--- config.mk ---
export PLATFORM = sky130hd
export DESIGN_NAME = mem_access_unit_flat
export DESIGN_NICKNAME = d
export VERILOG_FILES = /design/src/rtl/mem_access_unit_if.sv /design/src/rtl/mem_access_unit.sv /design/src/flat_wrapper.sv
export SDC_FILE = /design/constraint.sdc
export NUM_CORES = 1
export LEC_CHECK = 0
export CAP_MARGIN = 20
export CORE_MARGIN = 3
export CORE_UTILIZATION = 33
export DETAILED_ROUTE_END_ITERATION = 6
export GPL_TIMING_DRIVEN = 0
export PLACE_DENSITY = 0.88
export SLEW_MARGIN = 10
export SYNTH_ARGS = -nofsm -noshare
export SYNTH_HDL_FRONTEND = slang
export SYNTH_SLANG_ARGS = --single-unit
--- constraint.sdc ---
create_clock -name CLK -period 1.6 [get_ports CLK]
set_input_delay 0.48 -clock CLK [delete_from_list [all_inputs] [get_ports CLK]]
set_output_delay 0.48 -clock CLK [all_outputs]
set_load 0.1 [all_outputs]
--- src/rtl/mem_access_unit_if.sv ---
// Control-unit and memory-side signal bundle for mem_access_unit.
// slave is the unit's view; master is the control unit / RAM model view.
interface mem_access_unit_if #(
  parameter int unsigned DATA_W = 32,
  parameter int unsigned ADDR_W = 8
);
  logic              start;
  logic              rw;
  logic [1:0]        size;
  logic              sign;
  logic [DATA_W-1:0] addr_in;
  logic [DATA_W-1:0] wdata_in;
  logic [DATA_W-1:0] mem_rdata;
  logic              mem_moc;
  logic [ADDR_W-1:0] mar_out;
  logic [DATA_W-1:0] mdr_out;
  logic              mem_en;
  logic              mem_rw;
  logic [1:0]        mem_size;
  logic [DATA_W-1:0] mem_wdata;
  logic              busy;
  logic              done;
  logic              err;

  modport slave (
    input  start, rw, size, sign, addr_in, wdata_in, mem_rdata, mem_moc,
    output mar_out, mdr_out, mem_en, mem_rw, mem_size, mem_wdata, busy, done, err
  );

  modport master (
    output start, rw, size, sign, addr_in, wdata_in, mem_rdata, mem_moc,
    input  mar_out, mdr_out, mem_en, mem_rw, mem_size, mem_wdata, busy, done, err
  );
endinterface

--- src/rtl/mem_access_unit.sv ---
// MAR/MDR plus memory handshake FSM: byte/half/word loads and stores with
// alignment checking, load extension and a MOC completion timeout.
module mem_access_unit #(
  parameter int unsigned DATA_W  = 32,
  parameter int unsigned ADDR_W  = 8,
  parameter int unsigned TIMEOUT = 15
) (
  input  logic            CLK,
  input  logic            CLR,
  mem_access_unit_if.slave bus
);

  localparam int unsigned CNT_W = (TIMEOUT > 1) ? $clog2(TIMEOUT) : 1;

  if (ADDR_W > DATA_W) begin : g_bad_addr_w
    $error("mem_access_unit: ADDR_W must not exceed DATA_W");
  end
  if ((DATA_W < 16) || ((DATA_W % 8) != 0)) begin : g_bad_data_w
    $error("mem_access_unit: DATA_W must be >= 16 and a multiple of 8");
  end

  typedef enum logic [1:0] {
    S_IDLE = 2'd0,
    S_REQ  = 2'd1,
    S_DONE = 2'd2,
    S_ERR  = 2'd3
  } state_t;

  state_t            r_state;
  state_t            w_state_nxt;
  logic [ADDR_W-1:0] r_mar;
  logic [ADDR_W-1:0] w_mar_nxt;
  logic [DATA_W-1:0] r_mdr;
  logic [DATA_W-1:0] w_mdr_nxt;
  logic              r_rw;
  logic              w_rw_nxt;
  logic [1:0]        r_size;
  logic [1:0]        w_size_nxt;
  logic              r_sign;
  logic              w_sign_nxt;
  logic [CNT_W-1:0]  r_cnt;
  logic [CNT_W-1:0]  w_cnt_nxt;

  logic              w_illegal;
  logic              w_expired;
  logic [DATA_W-1:0] w_store_data;
  logic [DATA_W-1:0] w_load_data;
  logic              w_unused;

  // Upper address bits are deliberately discarded by the MAR.
  assign w_unused = &{1'b0, bus.addr_in};

  // Illegal size or misaligned address for the requested width.
  always_comb begin
    w_illegal = 1'b0;
    case (bus.size)
      2'b00:   w_illegal = 1'b0;
      2'b01:   w_illegal = bus.addr_in[0];
      2'b10:   w_illegal = (bus.addr_in[1:0] != 2'b00);
      default: w_illegal = 1'b1;
    endcase
  end

  // Store data with bits above the access size cleared.
  always_comb begin
    w_store_data = bus.wdata_in;
    case (bus.size)
      2'b00:   w_store_data = DATA_W'(bus.wdata_in[7:0]);
      2'b01:   w_store_data = DATA_W'(bus.wdata_in[15:0]);
      default: w_store_data = bus.wdata_in;
    endcase
  end

  // Load data extended from the top bit of the latched access size.
  always_comb begin
    w_load_data = bus.mem_rdata;
    case (r_size)
      2'b00: begin
        if (r_sign) w_load_data = DATA_W'($signed(bus.mem_rdata[7:0]));
        else        w_load_data = DATA_W'(bus.mem_rdata[7:0]);
      end
      2'b01: begin
        if (r_sign) w_load_data = DATA_W'($signed(bus.mem_rdata[15:0]));
        else        w_load_data = DATA_W'(bus.mem_rdata[15:0]);
      end
      default: w_load_data = bus.mem_rdata;
    endcase
  end

  assign w_expired = (TIMEOUT != 0) && (r_cnt == CNT_W'(TIMEOUT - 1));

  // State register.
  always_ff @(posedge CLK or negedge CLR) begin
    if (!CLR) r_state <= S_IDLE;
    else      r_state <= w_state_nxt;
  end

  // Next state and next MAR/MDR/latched request fields.
  always_comb begin
    w_state_nxt = r_state;
    w_mar_nxt   = r_mar;
    w_mdr_nxt   = r_mdr;
    w_rw_nxt    = r_rw;
    w_size_nxt  = r_size;
    w_sign_nxt  = r_sign;
    w_cnt_nxt   = r_cnt;
    case (r_state)
      S_IDLE: begin
        if (bus.start) begin
          w_mar_nxt = bus.addr_in[ADDR_W-1:0];
          if (w_illegal) begin
            w_state_nxt = S_ERR;
          end else begin
            w_rw_nxt    = bus.rw;
            w_size_nxt  = bus.size;
            w_sign_nxt  = bus.sign;
            w_cnt_nxt   = '0;
            w_state_nxt = S_REQ;
            if (!bus.rw) w_mdr_nxt = w_store_data;
          end
        end
      end
      S_REQ: begin
        if (bus.mem_moc) begin
          if (r_rw) w_mdr_nxt = w_load_data;
          w_state_nxt = S_DONE;
        end else if (w_expired) begin
          w_state_nxt = S_ERR;
        end else begin
          w_cnt_nxt = r_cnt + CNT_W'(1);
        end
      end
      S_DONE:  w_state_nxt = S_IDLE;
      S_ERR:   w_state_nxt = S_IDLE;
      default: w_state_nxt = S_IDLE;
    endcase
  end

  // Datapath registers.
  always_ff @(posedge CLK or negedge CLR) begin
    if (!CLR) begin
      r_mar  <= '0;
      r_mdr  <= '0;
      r_rw   <= 1'b0;
      r_size <= 2'b00;
      r_sign <= 1'b0;
      r_cnt  <= '0;
    end else begin
      r_mar  <= w_mar_nxt;
      r_mdr  <= w_mdr_nxt;
      r_rw   <= w_rw_nxt;
      r_size <= w_size_nxt;
      r_sign <= w_sign_nxt;
      r_cnt  <= w_cnt_nxt;
    end
  end

  assign bus.mar_out   = r_mar;
  assign bus.mdr_out   = r_mdr;
  assign bus.mem_wdata = r_mdr;
  assign bus.mem_rw    = r_rw;
  assign bus.mem_size  = r_size;
  assign bus.mem_en    = (r_state == S_REQ);
  assign bus.busy      = (r_state != S_IDLE);
  assign bus.done      = (r_state == S_DONE);
  assign bus.err       = (r_state == S_ERR);

endmodule

--- src/flat_wrapper.sv ---
// flat-port wrapper written by rule: the top's interface ports become plain ports
module mem_access_unit_flat 
#(
  parameter int unsigned DATA_W  = 32,
  parameter int unsigned ADDR_W  = 8,
  parameter int unsigned TIMEOUT = 15
)
  (CLK, CLR, bus_start, bus_rw, bus_size, bus_sign, bus_addr_in, bus_wdata_in, bus_mem_rdata, bus_mem_moc, bus_mar_out, bus_mdr_out, bus_mem_en, bus_mem_rw, bus_mem_size, bus_mem_wdata, bus_busy, bus_done, bus_err);
  mem_access_unit_if #(.DATA_W(DATA_W), .ADDR_W(ADDR_W)) bus_i ();
  input  logic CLK;
  input  logic CLR;
  input wire logic [$bits(bus_i.start)-1:0] bus_start;
  input wire logic [$bits(bus_i.rw)-1:0] bus_rw;
  input wire logic [$bits(bus_i.size)-1:0] bus_size;
  input wire logic [$bits(bus_i.sign)-1:0] bus_sign;
  input wire logic [$bits(bus_i.addr_in)-1:0] bus_addr_in;
  input wire logic [$bits(bus_i.wdata_in)-1:0] bus_wdata_in;
  input wire logic [$bits(bus_i.mem_rdata)-1:0] bus_mem_rdata;
  input wire logic [$bits(bus_i.mem_moc)-1:0] bus_mem_moc;
  output wire logic [$bits(bus_i.mar_out)-1:0] bus_mar_out;
  output wire logic [$bits(bus_i.mdr_out)-1:0] bus_mdr_out;
  output wire logic [$bits(bus_i.mem_en)-1:0] bus_mem_en;
  output wire logic [$bits(bus_i.mem_rw)-1:0] bus_mem_rw;
  output wire logic [$bits(bus_i.mem_size)-1:0] bus_mem_size;
  output wire logic [$bits(bus_i.mem_wdata)-1:0] bus_mem_wdata;
  output wire logic [$bits(bus_i.busy)-1:0] bus_busy;
  output wire logic [$bits(bus_i.done)-1:0] bus_done;
  output wire logic [$bits(bus_i.err)-1:0] bus_err;
  assign bus_i.start = bus_start;
  assign bus_i.rw = bus_rw;
  assign bus_i.size = bus_size;
  assign bus_i.sign = bus_sign;
  assign bus_i.addr_in = bus_addr_in;
  assign bus_i.wdata_in = bus_wdata_in;
  assign bus_i.mem_rdata = bus_mem_rdata;
  assign bus_i.mem_moc = bus_mem_moc;
  assign bus_mar_out = bus_i.mar_out;
  assign bus_mdr_out = bus_i.mdr_out;
  assign bus_mem_en = bus_i.mem_en;
  assign bus_mem_rw = bus_i.mem_rw;
  assign bus_mem_size = bus_i.mem_size;
  assign bus_mem_wdata = bus_i.mem_wdata;
  assign bus_busy = bus_i.busy;
  assign bus_done = bus_i.done;
  assign bus_err = bus_i.err;
  mem_access_unit #(.DATA_W(DATA_W), .ADDR_W(ADDR_W), .TIMEOUT(TIMEOUT)) u_core (.CLK(CLK), .CLR(CLR), .bus(bus_i));
endmodule
==> results.yml <==
outcome:
  outcome: "complete, but fails checks"
  violations: "setup timing"
drt:
  drc_errors: 0
  vias_per_cell: 4.878
  first_pass_iters: 4
  dr.first_iter.drc_count: 103
  route.vias.total: 2766
  drt-total-wl_um: 9150
  wl_per_cell_um: 16.14
  postRouteAntennaNets: 0
yosys:
  synth_top_cell_area_share: 0.4446
  synth_area_um2: 2814
  ys_top_cells_by_area: "dfrtp_1 (44%), mux2_2 (16%), a21oi_1 (12%)"
  syn_nets: 385
  synth.distinct_cells: 30
  ys_seq_area_frac: 0.4446
  syn-mean-instance-area_um2: 10.09
  ys_seq_elements: 50
  ys_warn_count: 0
  syn_inst: 279
  yosysTopAreaCell: "dfrtp_1"
worst_setup_path:
  cp.required_ns: 1.79
  crit_chain: "buf_12, nor3b_4, buf_6, o21ai_4, o21ai_4, buf_12, buf_12, buf_16, mux2_4"
  end_kind: "register"
  cp.arrival_ns: 2.07
  max_stage_delay_ns: 0.44
  critPathMostFrequentCell: "buf_12"
  startpoint_type: "register"
  worstSetupPathType: "register to register"
  cp_max_fo: 7
  cp_slowest_cell: "dfrtp_2"
clock_tree:
  cts_buffers: 5
  cts-root-buf: "clkbuf_8"
  worstSkewPairLatency_ns: 0.31
  clk_pin_slew_worst_paths_ns: 0.10
  ctsHoldBuffers: 0
  h-tree-depth: 2
  clk_path_buf_depth: 2
  cts_tree: "done"
  cts_num_sinks: 50
grt:
  grt_pass1_vias: 2955
  grt_max_degree: 33
  grt_pass1_wl_um: 14920
  grt-ovfl-total: 0
  track_usage: 0.1890
  antenna_found_initial: 0
floorplanning:
  core_region_area_um2: 8258
  initial_core_util: 0.3408
  die_y_um: 98.34
  io_pins: 183
  rows: 33
  design.die.area_um2: 9671
  dieWidth_um: 98.34
sta:
  hold_ws_ns: 0.1134
  drv_slew: 0
  setup_ws_ns: -0.2739
  period_needed_ns: 1.874
  skew_ns: 0.01139
  setup_violations: 37
  max_slew.worst_pin.slew_ns: 0.4857
  max-slew-margin-rel: 0.6762
  finalHoldViolations: 0
  max_freq_ghz: 0.5336
  grt_setup_unrepaired: "true"
  period_share: 1.171
cells_and_area:
  regArea_um2: 1303
  diodes: 0
  final_cell_area_um2: 5009
  area_delta_synth_final_pct: 77.99
  layoutNonFillerInstCount: 567
  num-fill-cells: 704
  drive_gt1_frac: 0.5519
  multiInputGateArea_um2: 1356
  fin_nets: 567
place:
  dp_slack_ns: -1.138
  gp_congestion: 0.8087
  place_hpwl_um: 6621
  port_buffers: 157
  placed_cells: 542
  dpl-instance-area_um2: 4677
job:
  cap_violations: 0
hold_path:
  hp-class: "input pin to async pin"
sequential cells by signal (all words and copies together), names as in the netlist:
register / count
u_core.bus.mdr_out: 32
u_core.bus.mar_out: 8
u_core.r_cnt: 4
u_core.bus.mem_size: 2
u_core.r_state: 2
u_core.bus.mem_rw: 1
u_core.r_sign: 1
metal layers:
metal | global-route usage | part of all wire | up-vias
li1 | - | - | 1300
met1 | 0.2298 | 0.41 | 1324
met2 | 0.3354 | 0.51 | 126
met3 | 0.04071 | 0.067 | 16
met4 | 0.05462 | 0.017 | 0
met5 | 0 | 0 | -
synthesized netlist by cell type:
cell / instances
ha_1: 2
nor4_1: 1
and2_1: 1
buf_1: 1
buf_6: 5
buf_4: 33
or2_2: 3
o31ai_1: 1
nand2b_1: 2
mux2_1: 6
a31oi_1: 2
dfrtp_1: 50
o21bai_1: 1
inv_2: 1
inv_1: 1
a31oi_2: 1
nand3b_1: 1
mux2_2: 39
o21ai_0: 2
clkbuf_1: 6
a21oi_1: 66
buf_2: 5
nand2_1: 35
nand3_1: 7
nor3b_2: 1
nor2_1: 1
nor3_1: 1
o21ai_4: 2
nor2b_1: 1
or4b_2: 1
logic make-up (layout without fill, tap and decap cells):
| group | count (synthesis) | after routing | share of synthesized area |
|---|---|---|---|
| and+or+nand+nor | 55 | 55 | 0.09071 |
| muxes | 45 | 45 | 0.1801 |
| adders and majority gates | 2 | 2 | 0.008891 |
| buffers and inverters | 52 | 235 | 0.1289 |
| DFF | 50 | 50 | 0.4446 |
| AOI/OAI and AO/OA | 75 | 75 | 0.1467 |
layout by cell type, fill, tap and decap left out, types with 13 or more instances in the layout:
cell,count
nand2_1,35
clkbuf_4,14
buf_4,88
dfrtp_1,13
dfrtp_2,35
mux2_2,23
clkdlybuf4s50_1,72
buf_6,20
mux2_4,22
a21oi_1,56
layout make-up:
class | count | share of cell area
tap | 105 | 0.02623
clock buffer | 7 | 0.01724
inverter | 2 | 0.001999
clock inverter | 1 | 0.005996
sequential | 50 | 0.2601
multi-input combinational | 177 | 0.2708
timing repair buffer | 176 | 0.3380
buffer | 49 | 0.07969
path summary, 6_finish.rpt:
check / start / to / slack (ns) / cells after the start
worst max-delay path: u_core.r_state[1]$_DFFE_PN0P_ / u_core.bus.mdr_out[1]$_DFFE_PN0P_ / -0.27 / 9
worst min-delay path: CLR / u_core.bus.mdr_out[17]$_DFFE_PN0P_ / 0.11 / 1
worst max register to register: u_core.r_state[1]$_DFFE_PN0P_ / u_core.bus.mdr_out[1]$_DFFE_PN0P_ / -0.27 / 9
worst min register to register: u_core.r_state[1]$_DFFE_PN0P_ / u_core.r_state[1]$_DFFE_PN0P_ / 0.49 / 1
max in group asynchronous: CLR / u_core.bus.mem_size[0]$_DFFE_PN0P_ / 0.94 / 2
min in group CLK: u_core.r_state[1]$_DFFE_PN0P_ / u_core.r_state[1]$_DFFE_PN0P_ / 0.49 / 1
stage by stage:
stage	util	TNS, ns
2_1_floorplan	-	-3.921
3_5_place_dp	0.5664	-66.35
4_1_cts	0.5956	-7.765
5_1_grt	0.6065	-9.165
3_3_place_gp	0.5645	-143.48
6_report	0.6065	-7.329
critical path: cells and delay by family (launching register included):
family	cells	cell delay, ns
muxes	1	0.30
DFF	1	0.44
buffers and inverters	5	0.65
AOI/OAI and AO/OA	2	0.21
and+or+nand+nor	1	0.16
timing repair:
action,in CTS,in global routing
gates resized for setup,507,30
pin swaps,3,1
endpoints found under the hold margin,0,0
setup endpoints to repair,116,66
buffers inserted,15,1
cloned,3,0
Power is left out: the tool's default activity adds up to more than one toggle a clock period on the data nets, which glitch-free logic cannot reach.
